<file path="config.mk">
export PLATFORM = sky130hd
export DESIGN_NAME = multicycle_ctr
export DESIGN_NICKNAME = d
export VERILOG_FILES = /design/src/rtl/multicycle_ctr.sv
export SDC_FILE = /design/constraint.sdc
export NUM_CORES = 1
export LEC_CHECK = 0
export ABC_AREA = 1
export CORE_UTILIZATION = 43
export DETAILED_ROUTE_END_ITERATION = 6
export GPL_TIMING_DRIVEN = 0
export PLACE_DENSITY = 0.78
export SYNTH_ARGS = -nofsm -noshare
export SYNTH_HDL_FRONTEND = slang
export SYNTH_SLANG_ARGS = --single-unit
export TNS_END_PERCENT = 30
</file>
<file path="constraint.sdc">
create_clock -name clk -period 1.7 [get_ports clk]
set_input_delay 0.17 -clock clk [delete_from_list [all_inputs] [get_ports clk]]
set_output_delay 0.17 -clock clk [all_outputs]
set_load 0.01 [all_outputs]
</file>
<file path="src/rtl/multicycle_ctr.sv">
// -----------------------------------------------------------------------------
// multicycle_ctr
//   Main control FSM of a multicycle MIPS-style datapath. Steps each
//   instruction through FETCH/DECODE and an opcode-dependent tail
//   (memory, R-type, branch, jump) before returning to FETCH, driving the
//   datapath mux selects and write enables as Moore outputs. Also counts
//   instruction fetches since reset.
//
// Ports
//   clk          in   rising-edge clock
//   reset        in   asynchronous active-high reset (forces FETCH, count 0)
//   opCode[5:0]  in   instruction[31:26] from the instruction register
//   pcWrite      out  unconditional PC write enable
//   pcWriteCond  out  PC write enable qualified by ALU zero (beq)
//   iorD         out  memory address select: 0 = PC, 1 = ALU out
//   memRead      out  memory read strobe
//   memWrite     out  memory write strobe
//   memToReg     out  register write data select: 1 = memory data
//   irWrite      out  instruction register load
//   aluSrcA      out  ALU A select: 0 = PC, 1 = register A
//   regWrite     out  register file write enable
//   regDst       out  register destination select: 1 = rd, 0 = rt
//   aluOp[1:0]   out  00 add, 01 subtract, 10 use funct field
//   pcSource[1:0] out PC source: 00 ALU result, 01 ALU out, 10 jump target
//   aluSrcB[1:0] out  ALU B select: 00 reg B, 01 const 4, 10 imm, 11 imm<<2
//   illegalOp    out  high in DECODE when opCode is unsupported
//   state[3:0]   out  current state encoding (debug)
//   instrCount[15:0] out number of fetches since reset, wraps at 16 bits
// -----------------------------------------------------------------------------
module multicycle_ctr (
    input  logic        clk,
    input  logic        reset,
    input  logic [5:0]  opCode,
    output logic        pcWrite,
    output logic        pcWriteCond,
    output logic        iorD,
    output logic        memRead,
    output logic        memWrite,
    output logic        memToReg,
    output logic        irWrite,
    output logic        aluSrcA,
    output logic        regWrite,
    output logic        regDst,
    output logic [1:0]  aluOp,
    output logic [1:0]  pcSource,
    output logic [1:0]  aluSrcB,
    output logic        illegalOp,
    output logic [3:0]  state,
    output logic [15:0] instrCount
);

    typedef enum logic [3:0] {
        S_FETCH      = 4'd0,
        S_DECODE     = 4'd1,
        S_MEM_ADDR   = 4'd2,
        S_MEM_READ   = 4'd3,
        S_MEM_WB     = 4'd4,
        S_MEM_WRITE  = 4'd5,
        S_EXECUTE    = 4'd6,
        S_R_COMPLETE = 4'd7,
        S_BRANCH     = 4'd8,
        S_JUMP       = 4'd9
    } state_t;

    localparam logic [5:0] OP_LW  = 6'b100011;
    localparam logic [5:0] OP_SW  = 6'b101011;
    localparam logic [5:0] OP_R   = 6'b000000;
    localparam logic [5:0] OP_BEQ = 6'b000100;
    localparam logic [5:0] OP_J   = 6'b000010;

    state_t      r_state;
    state_t      w_next;
    logic [15:0] r_instr_count;
    logic        w_supported;

    assign w_supported = (opCode == OP_LW) || (opCode == OP_SW) ||
                         (opCode == OP_R)  || (opCode == OP_BEQ) ||
                         (opCode == OP_J);

    // State register
    always_ff @(posedge clk or posedge reset) begin
        if (reset) begin
            r_state <= S_FETCH;
        end else begin
            r_state <= w_next;
        end
    end

    // Fetch counter: one increment per edge spent in FETCH, natural wrap
    always_ff @(posedge clk or posedge reset) begin
        if (reset) begin
            r_instr_count <= '0;
        end else if (r_state == S_FETCH) begin
            r_instr_count <= r_instr_count + 16'd1;
        end
    end

    // Next-state logic
    always_comb begin
        w_next = S_FETCH;
        case (r_state)
            S_FETCH:  w_next = S_DECODE;
            S_DECODE: begin
                case (opCode)
                    OP_LW, OP_SW: w_next = S_MEM_ADDR;
                    OP_R:         w_next = S_EXECUTE;
                    OP_BEQ:       w_next = S_BRANCH;
                    OP_J:         w_next = S_JUMP;
                    default:      w_next = S_FETCH;
                endcase
            end
            // opCode is re-decoded here; anything but lw/sw abandons the
            // instruction rather than guessing a memory direction.
            S_MEM_ADDR: begin
                if (opCode == OP_LW) begin
                    w_next = S_MEM_READ;
                end else if (opCode == OP_SW) begin
                    w_next = S_MEM_WRITE;
                end else begin
                    w_next = S_FETCH;
                end
            end
            S_MEM_READ: w_next = S_MEM_WB;
            S_EXECUTE:  w_next = S_R_COMPLETE;
            default:    w_next = S_FETCH;
        endcase
    end

    // Moore output decode
    always_comb begin
        pcWrite     = 1'b0;
        pcWriteCond = 1'b0;
        iorD        = 1'b0;
        memRead     = 1'b0;
        memWrite    = 1'b0;
        memToReg    = 1'b0;
        irWrite     = 1'b0;
        aluSrcA     = 1'b0;
        regWrite    = 1'b0;
        regDst      = 1'b0;
        aluOp       = 2'b00;
        pcSource    = 2'b00;
        aluSrcB     = 2'b00;
        illegalOp   = 1'b0;
        case (r_state)
            S_FETCH: begin
                memRead = 1'b1;
                irWrite = 1'b1;
                pcWrite = 1'b1;
                aluSrcB = 2'b01;
            end
            S_DECODE: begin
                aluSrcB   = 2'b11;
                illegalOp = ~w_supported;
            end
            S_MEM_ADDR: begin
                aluSrcA = 1'b1;
                aluSrcB = 2'b10;
            end
            S_MEM_READ: begin
                memRead = 1'b1;
                iorD    = 1'b1;
            end
            S_MEM_WB: begin
                regWrite = 1'b1;
                memToReg = 1'b1;
            end
            S_MEM_WRITE: begin
                memWrite = 1'b1;
                iorD     = 1'b1;
            end
            S_EXECUTE: begin
                aluSrcA = 1'b1;
                aluOp   = 2'b10;
            end
            S_R_COMPLETE: begin
                regWrite = 1'b1;
                regDst   = 1'b1;
            end
            S_BRANCH: begin
                aluSrcA     = 1'b1;
                aluOp       = 2'b01;
                pcWriteCond = 1'b1;
                pcSource    = 2'b01;
            end
            S_JUMP: begin
                pcWrite  = 1'b1;
                pcSource = 2'b10;
            end
            default: ;
        endcase
    end

    assign state      = r_state;
    assign instrCount = r_instr_count;

endmodule

</file>
### Word-level counts from Yosys, hierarchy flattened

Cells that the tools add are included.

* register bits after elaboration: 20
* input bits: 8
* output and inout port bits: 37

* $add $sub $neg: 1
* reductions and logical operators: 12
* equal/unequal tests: 13
* mux-type cells: 18
* bitwise logic cells: 1

Operators by type and width (count)
* 4-bit case mux with 5 select lines: 1
* 16-bit by 1-bit adder with 16-bit output (second input constant): 1
* 4-bit by 3-bit equality test with 1-bit output (second input constant): 4
* 4-bit case mux with 4 select lines: 1
* 6-bit equality test (second input constant): 2
* 1-bit 2-to-1 mux: 11
* 2-bit OR reduction: 5
* 4-bit by 2-bit equality test with 1-bit output (second input constant): 2
* 4-bit equality test (second input constant): 2
* 2-bit case mux with 2 select lines: 2
* 6-bit by 2-bit equality test with 1-bit output (second input constant): 1
* 6-bit by 3-bit equality test with 1-bit output (second input constant): 1
* 6-bit zero test: 1
* 3-bit 2-to-1 mux: 2
* 2-bit case mux with 3 select lines: 1
* 4-bit by 1-bit equality test with 1-bit output (second input constant): 1
* 4-bit zero test: 1
* 1-bit logical OR: 4
* 3-bit OR reduction: 1
* 1-bit NOT: 1

### Depth between registers and ports, before layout

Gate-level depths: netlist of run 1.

* depth after elaboration: 7
* gate-level depth with buffers: 9

### Worst setup path after synthesis of run 1

No wires, ideal clock.

* path type: reg-to-output
* start point: reg r_state[3], in the netlist state[3]
* end point: out illegalOp
* cell stages (with the launch flop): 6
* required time: 1.530 ns
* buffers on the path: 0
* slack: 0.249 ns
* arrival: 1.281 ns
* cell sequence: dfrtp_1 > nor2_4 > inv_1 > nor2_2 > nand2_1 > nor3_1

* longest elaborated chain between the ends: 2

RTL lines
* from (decl): line 71 `state_t r_state;`
* from (signal assigned): line 85 `r_state <= w_next;`
* 4-bit by 1-bit equality test with 1-bit output: line 145 `case (r_state)`
* 1-bit 2-to-1 mux: line 145
* to (decl): line 47 `output logic illegalOp,`

No other way between the ends.

### Worst setup path after layout of run 1

* start point: reg r_state[1], in the netlist state[1]
* end point: out aluOp[1]

* longest elaborated chain between the ends: 2
* elaborated cells on any way between the ends: 3
* classes of those cells: 2 x eq/ne; 1 x mux

RTL lines
* 4-bit equality test / 4-bit by 3-bit equality test with 1-bit output (equally long branches): line 145
* 2-bit case mux with 2 select lines *: line 145
* to (decl): line 44 `output logic [1:0] aluOp,`

Every way passes the cells marked *; elsewhere a longest branch is shown, timed or not.

==> results of run 1 <==
==> layout by cell type, fill, tap and decap left out, types with 4 or more instances in the layout <==
cell type,n
buf_2,5
buf_4,6
clkdlybuf4s50_1,26
dfrtp_1,17
dlygate4sd2_1,6
inv_1,20
nand2_1,32
nand3_1,8
nand4_1,4
nor2_1,19
nor2_2,4
nor2_4,4
xnor2_1,4
xor2_1,7
==> worst register-to-register path: stages, from the launching register on <==
cell	delay [ps]
dfrtp_1	420
ha_1	190
nand3_1	180
nor2_8	190
nand2_1	100
nor2_1	100
nand2_1	60
nand2_1	60
inv_1	40
==> state kept, by name, indices dropped and copies added, names as in the netlist <==
| signal | flops |
|---|---|
| state | 4 |
| instrCount | 16 |
==> stage by stage <==
stage | hold WS [ps] | cells
2_1_floorplan | 134 | 149
3_3_place_gp | 476 | 223
3_5_place_dp | 483 | 223
4_1_cts | 313 | 229
5_1_grt | 371 | 230
6_report | 287 | 230
==> worst max path at each step <==
stage,to,cells after the start,slack [ps]
2_1_floorplan,illegalOp,5,250
3_3_place_gp,illegalOp,6,-160
3_5_place_dp,illegalOp,6,-180
4_1_cts,irWrite,4,-210
5_1_grt,illegalOp,6,-110
6_report,aluOp[1],5,-30
==> routing by layer <==
metal	up-vias	track usage, %	share of wire [%]
met3	2	4.17	6.2
met2	50	35.9	51
met4	0	5.13	0.68
li1	560	-	-
met5	-	0	0
met1	534	22.8	42
==> repair_timing <==
action / CTS / global route
resized for setup: 35 / 23
pin swaps: 1 / 4
cloned: 0 / 0
buffers inserted: 3 / 1
setup endpoints to repair: 17 / 12
==> area by class of cell <==
cell class	instances	area, µm²	share of cell area [%]
Inverter	23	86.3	5.01
Buffer	1	7.51	0.436
Timing Repair Buffer	48	425	24.7
Sequential cell	20	504	29.3
Multi-Input combinational cell	105	639	37.1
Clock buffer	3	22.5	1.31
Tap cell	30	37.5	2.18
==> cell families after synthesis <==
kind of cell / Yosys count
adders and majority gates: 1
xor gates and xnor gates: 12
DFF: 20
AOI/OAI and AO/OA: 7
buffers and inverters: 24
and+or+nand+nor: 85
==> power groups by stage <==
stage | logic, mW | clock network [mW] | registers, mW
2_1_floorplan | 0.412 | 0 | 0.719
3_3_place_gp | 0.839 | 0 | 0.695
3_5_place_dp | 0.854 | 0 | 0.698
4_1_cts | 0.872 | 0.231 | 0.683
5_1_grt | 0.971 | 0.253 | 0.696
6_report | 0.894 | 0.225 | 0.683
==> out/metrics.cfg, run 1 <==
[placement]
io_buffers=44
place_area_um2=1670
place_ws_ps=-185
dp_hpwl_um=2100
gp_congestion=0.833

[global_routing]
gr-total-overflow=0
grt_pass1_vias=1029
grt_max_degree=21
grt_usage_pct=19.7
antenna_found_initial=0
grt_pass1_wl_um=4190

[timing]
worst_pin_slew_ps=755
rsz0062_at_grt=true
period_minus_slack_ps=1730
clock.fmax_mhz=578
report.final.hold_viol_count=0
timing.slew.headroom_pct=49.6
setup_viol=4
timing.final.crit_share_pct=102
layout_setup_ws_ps=-31.1
slew_violations=0
setup_tns_ps=-69.0
fin_worst_skew_ps=9.54

[yosys]
synthFlopType=dfrtp_1
syn_area_um2=1190
muxShareOfSynthArea_pct=0
synthMostInstantiatedCell=nand2_1
yosys.area_share.simple_pct=36.5
synth_compound_area_share_pct=3.25
ys_top_cells_by_count=33 x nand2_1, 23 x inv_1, 22 x nor2_1
synth_cell_type_count=23
synth.top_cell.area_share_pct=41.9
synthCells=149
synth_area_leaders=dfrtp_1 42%, nand2_1 10%, inv_1 7.2%
synth_edf_count=0
synthAdderAreaFrac_pct=1.05
synth_top_area_cell=dfrtp_1
synth_xor_area_share_pct=9.43
async_flop_share_pct=100
synth.avg_cell_area_um2=8.01
seq_area_frac_synth_pct=41.9
synth_top_family_by_area=simple AND/OR/NAND/NOR gates
syn_nets=158
ys_ff_latch=20
yosys_warnings=0

[power]
power_leakage_nw=0.890
p_per_area_nw_per_um2=1050
pwr-share-clk_pct=12.5
finalPower_mw=1.80
switching_share_pct=40.6
combPwrFrac_pct=49.6
sequentialPowerShare_pct=37.9
intPower_mw=1.07
power_switching_mw=0.731
ir_worst_vdd_uv=934

[floorplanning]
core_um2=2540
die_w_um=54.7
dieArea_um2=2990
rows=18
fp.dieH_um=54.7
boundaryPins=45
initial_core_util_pct=46.9

[critical_path]
cp_slowest_cell=dfrtp_2
cpMostUsedCell=buf_4
cp_max_fo=4
crit_path_end_kind=primary output
crit_chain=buf_4 -> buf_4 -> nand2_1 -> nor2_2 -> dlygate4sd2_1
reg2reg_to=instrCount[12]$_DFFE_PP0P_
cp-startpoint=state[1]$_DFF_PP0_
critPathMaxStageDelay_ps=440
worst-r2r-cell-count=8
cp_num_buf_inv=3
reg2reg_slack_ps=290
worstReg2RegStart=instrCount[0]$_DFFE_PP0P_
critPathRequiredTime_ps=1530
crit_type=reg2out
cp_top_family=buffers and inverters
critPathArrivalTime_ps=1560
cp-start-kind=flip-flop

[flow_run]
drv_cap=0

[finish]
stdcell_area_um2=1720
syn2layout_area_growth_pct=44.3
nets=211
antenna_cells=0
drive_gt1_share_pct=20.0
fill_cells=206
final_util_pct=67.7

[clock_network]
clk_pin_slew_worst_paths_ps=110
root_buffer=clkbuf_4
hold_buffers=0
cts_buffer_depth=2
htreeDepth=1
clock_latency_ps=300
tritoncts_num_sinks=20
cts_tree=done
cts-buffers-inserted=3

[route]
routedWlPerCell_um=12.1
drtAntennaViolNets=0
num_vias=1146
drt_iter0_drc=33
remaining_drc_errors=0
dr.pass1.iters=5
drt_wl_total_um=2780
viasPerCell=4.98

[outcome]
status=finished with violations
violations=setup timing

[min_path]
holdCritPathClass=in2async

(Power assumes the default switching activity.)
==> run 2, diff against run 1 <==
Settings changed: CORE_UTILIZATION 43 to 30, CTS_CLUSTER_DIAMETER set to 30, PLACE_DENSITY 0.78 to not set.
Clock period 1.7 ns to 1.5 ns, I/O delays scaled along.
==> out/metrics.cfg, run 2 (synthesized netlist as in run 1, its figures left out) <==
[global_routing]
antenna_found_initial=0
gr-total-overflow=0
grt_max_degree=21
grt_pass1_wl_um=4820
grt_pass1_vias=1043
grt_usage_pct=14.7

[outcome]
status=finished with violations
violations=setup timing

[timing]
slew_violations=0
setup_viol=10
report.final.hold_viol_count=0
timing.slew.headroom_pct=48.0
worst_pin_slew_ps=780
setup_tns_ps=-340
rsz0062_at_grt=true
hold_ws_ps=338
layout_setup_ws_ps=-86.2
period_minus_slack_ps=1590
clock.fmax_mhz=630
timing.final.crit_share_pct=106
fin_worst_skew_ps=4.23

[placement]
dp_hpwl_um=2190
dp_cells=241
io_buffers=44
gp_congestion=0.825

[critical_path]
cp_max_fo=5
reg2reg_slack_ps=-90
critPathRequiredTime_ps=1650
crit_type=reg2reg
cp-start-kind=flip-flop
critPathArrivalTime_ps=1740
crit_path_end_kind=flip-flop

[clock_network]
hold_buffers=0
cts-buffers-inserted=3
cts_tree=done
htreeDepth=1
tritoncts_num_sinks=20
clk_pin_slew_worst_paths_ps=70
clock_latency_ps=260
root_buffer=clkbuf_8
cts_buffer_depth=2

[finish]
syn2layout_area_growth_pct=61.6
final_cells=267
layout_common_cells=29 x nand2_1, 23 x clkdlybuf4s50_1, 21 x buf_4
nets=229
antenna_cells=0
final_common_cell=nand2_1
fill_cells=385
drive_gt1_share_pct=34.7
largest_register_ffs=16

[route]
num_vias=1204
remaining_drc_errors=0
drt_wl_total_um=3080
routedWlPerCell_um=11.5
viasPerCell=4.51
dr.pass1.iters=4
drt_iter0_drc=34
drtAntennaViolNets=0

[floorplanning]
core_um2=3740
dieArea_um2=4230
die_w_um=65.1
fp.dieH_um=65.1
initial_core_util_pct=31.9
rows=22
boundaryPins=45

[power]
ir_worst_vdd_uv=674
power_leakage_nw=0.996
p_per_area_nw_per_um2=1290

[min_path]
holdCritPathClass=in2async

[flow_run]
drv_cap=0

[run 2: what timing repair did]
action                                  4_1_cts  5_1_grt
hold endpoints to repair                      0        0
buffers inserted                             13        9
resized for setup                            64       25
pin swaps                                     5       12
endpoints found under the setup margin       17       26
[run 2: where the power goes]
| part | internal [mW] | switching, mW |
|---|---|---|
| Clock | 0.233 | 0.174 |
| Combinational | 0.712 | 0.593 |
| Sequential | 0.644 | 0.128 |
| Total | 1.59 | 0.895 |
[run 2: metrics by stage]
step | power, mW | instance area [µm²] | setup WS [ps] | utilization, %
floorplan | 1.28 | 1190 | 68.9 | -
global placement | 1.74 | 1690 | -349 | 45.3
detailed placement | 1.76 | 1690 | -363 | 45.3
CTS | 2.36 | 1860 | -49.7 | 49.8
global route | 2.62 | 1930 | -183 | 51.5
finish | 2.48 | 1930 | -86.2 | 51.5
[run 2: area by class of cell]
type,instances,area (µm²),area share (%)
Multi-Input combinational cell,105,648,33.6
Timing Repair Buffer,66,568,29.4
Tap cell,48,60.1,3.11
Sequential cell,20,504,26.1
Clock buffer,4,55.1,2.85
Buffer,1,7.51,0.389
Inverter,23,86.3,4.47
[run 2: metal layers]
layer | global-route usage (%) | vias to the layer above | share of wire, %
met5 | 0 | - | 0
met4 | 4.89 | 0 | 0.52
met3 | 1.58 | 2 | 2.9
met2 | 23.7 | 26 | 51
met1 | 20.4 | 573 | 45
li1 | - | 603 | -
[run 2: critical path, stage by stage (launching register included)]
cell and delay [ps]:
dfrtp_2 450, nor2_4 130, buf_6 100, nand2_4 50
buf_8 120, buf_12 130, nor2_8 140, nand4_1 150
nor2_1 170, nor2_2 40
[run 2: final timing paths]
path / from / end / cells past startpoint
hold reg to reg: instrCount[15]$_DFFE_PP0P_ / instrCount[15]$_DFFE_PP0P_ / 2
hold / removal: reset / instrCount[0]$_DFFE_PP0P_ / 2
setup reg to reg: state[1]$_DFF_PP0_ / instrCount[13]$_DFFE_PP0P_ / 9
max in group asynchronous: reset / state[3]$_DFF_PP0_ / 2
setup / recovery: state[1]$_DFF_PP0_ / instrCount[13]$_DFFE_PP0P_ / 9
min in group clk: instrCount[15]$_DFFE_PP0P_ / instrCount[15]$_DFFE_PP0P_ / 2
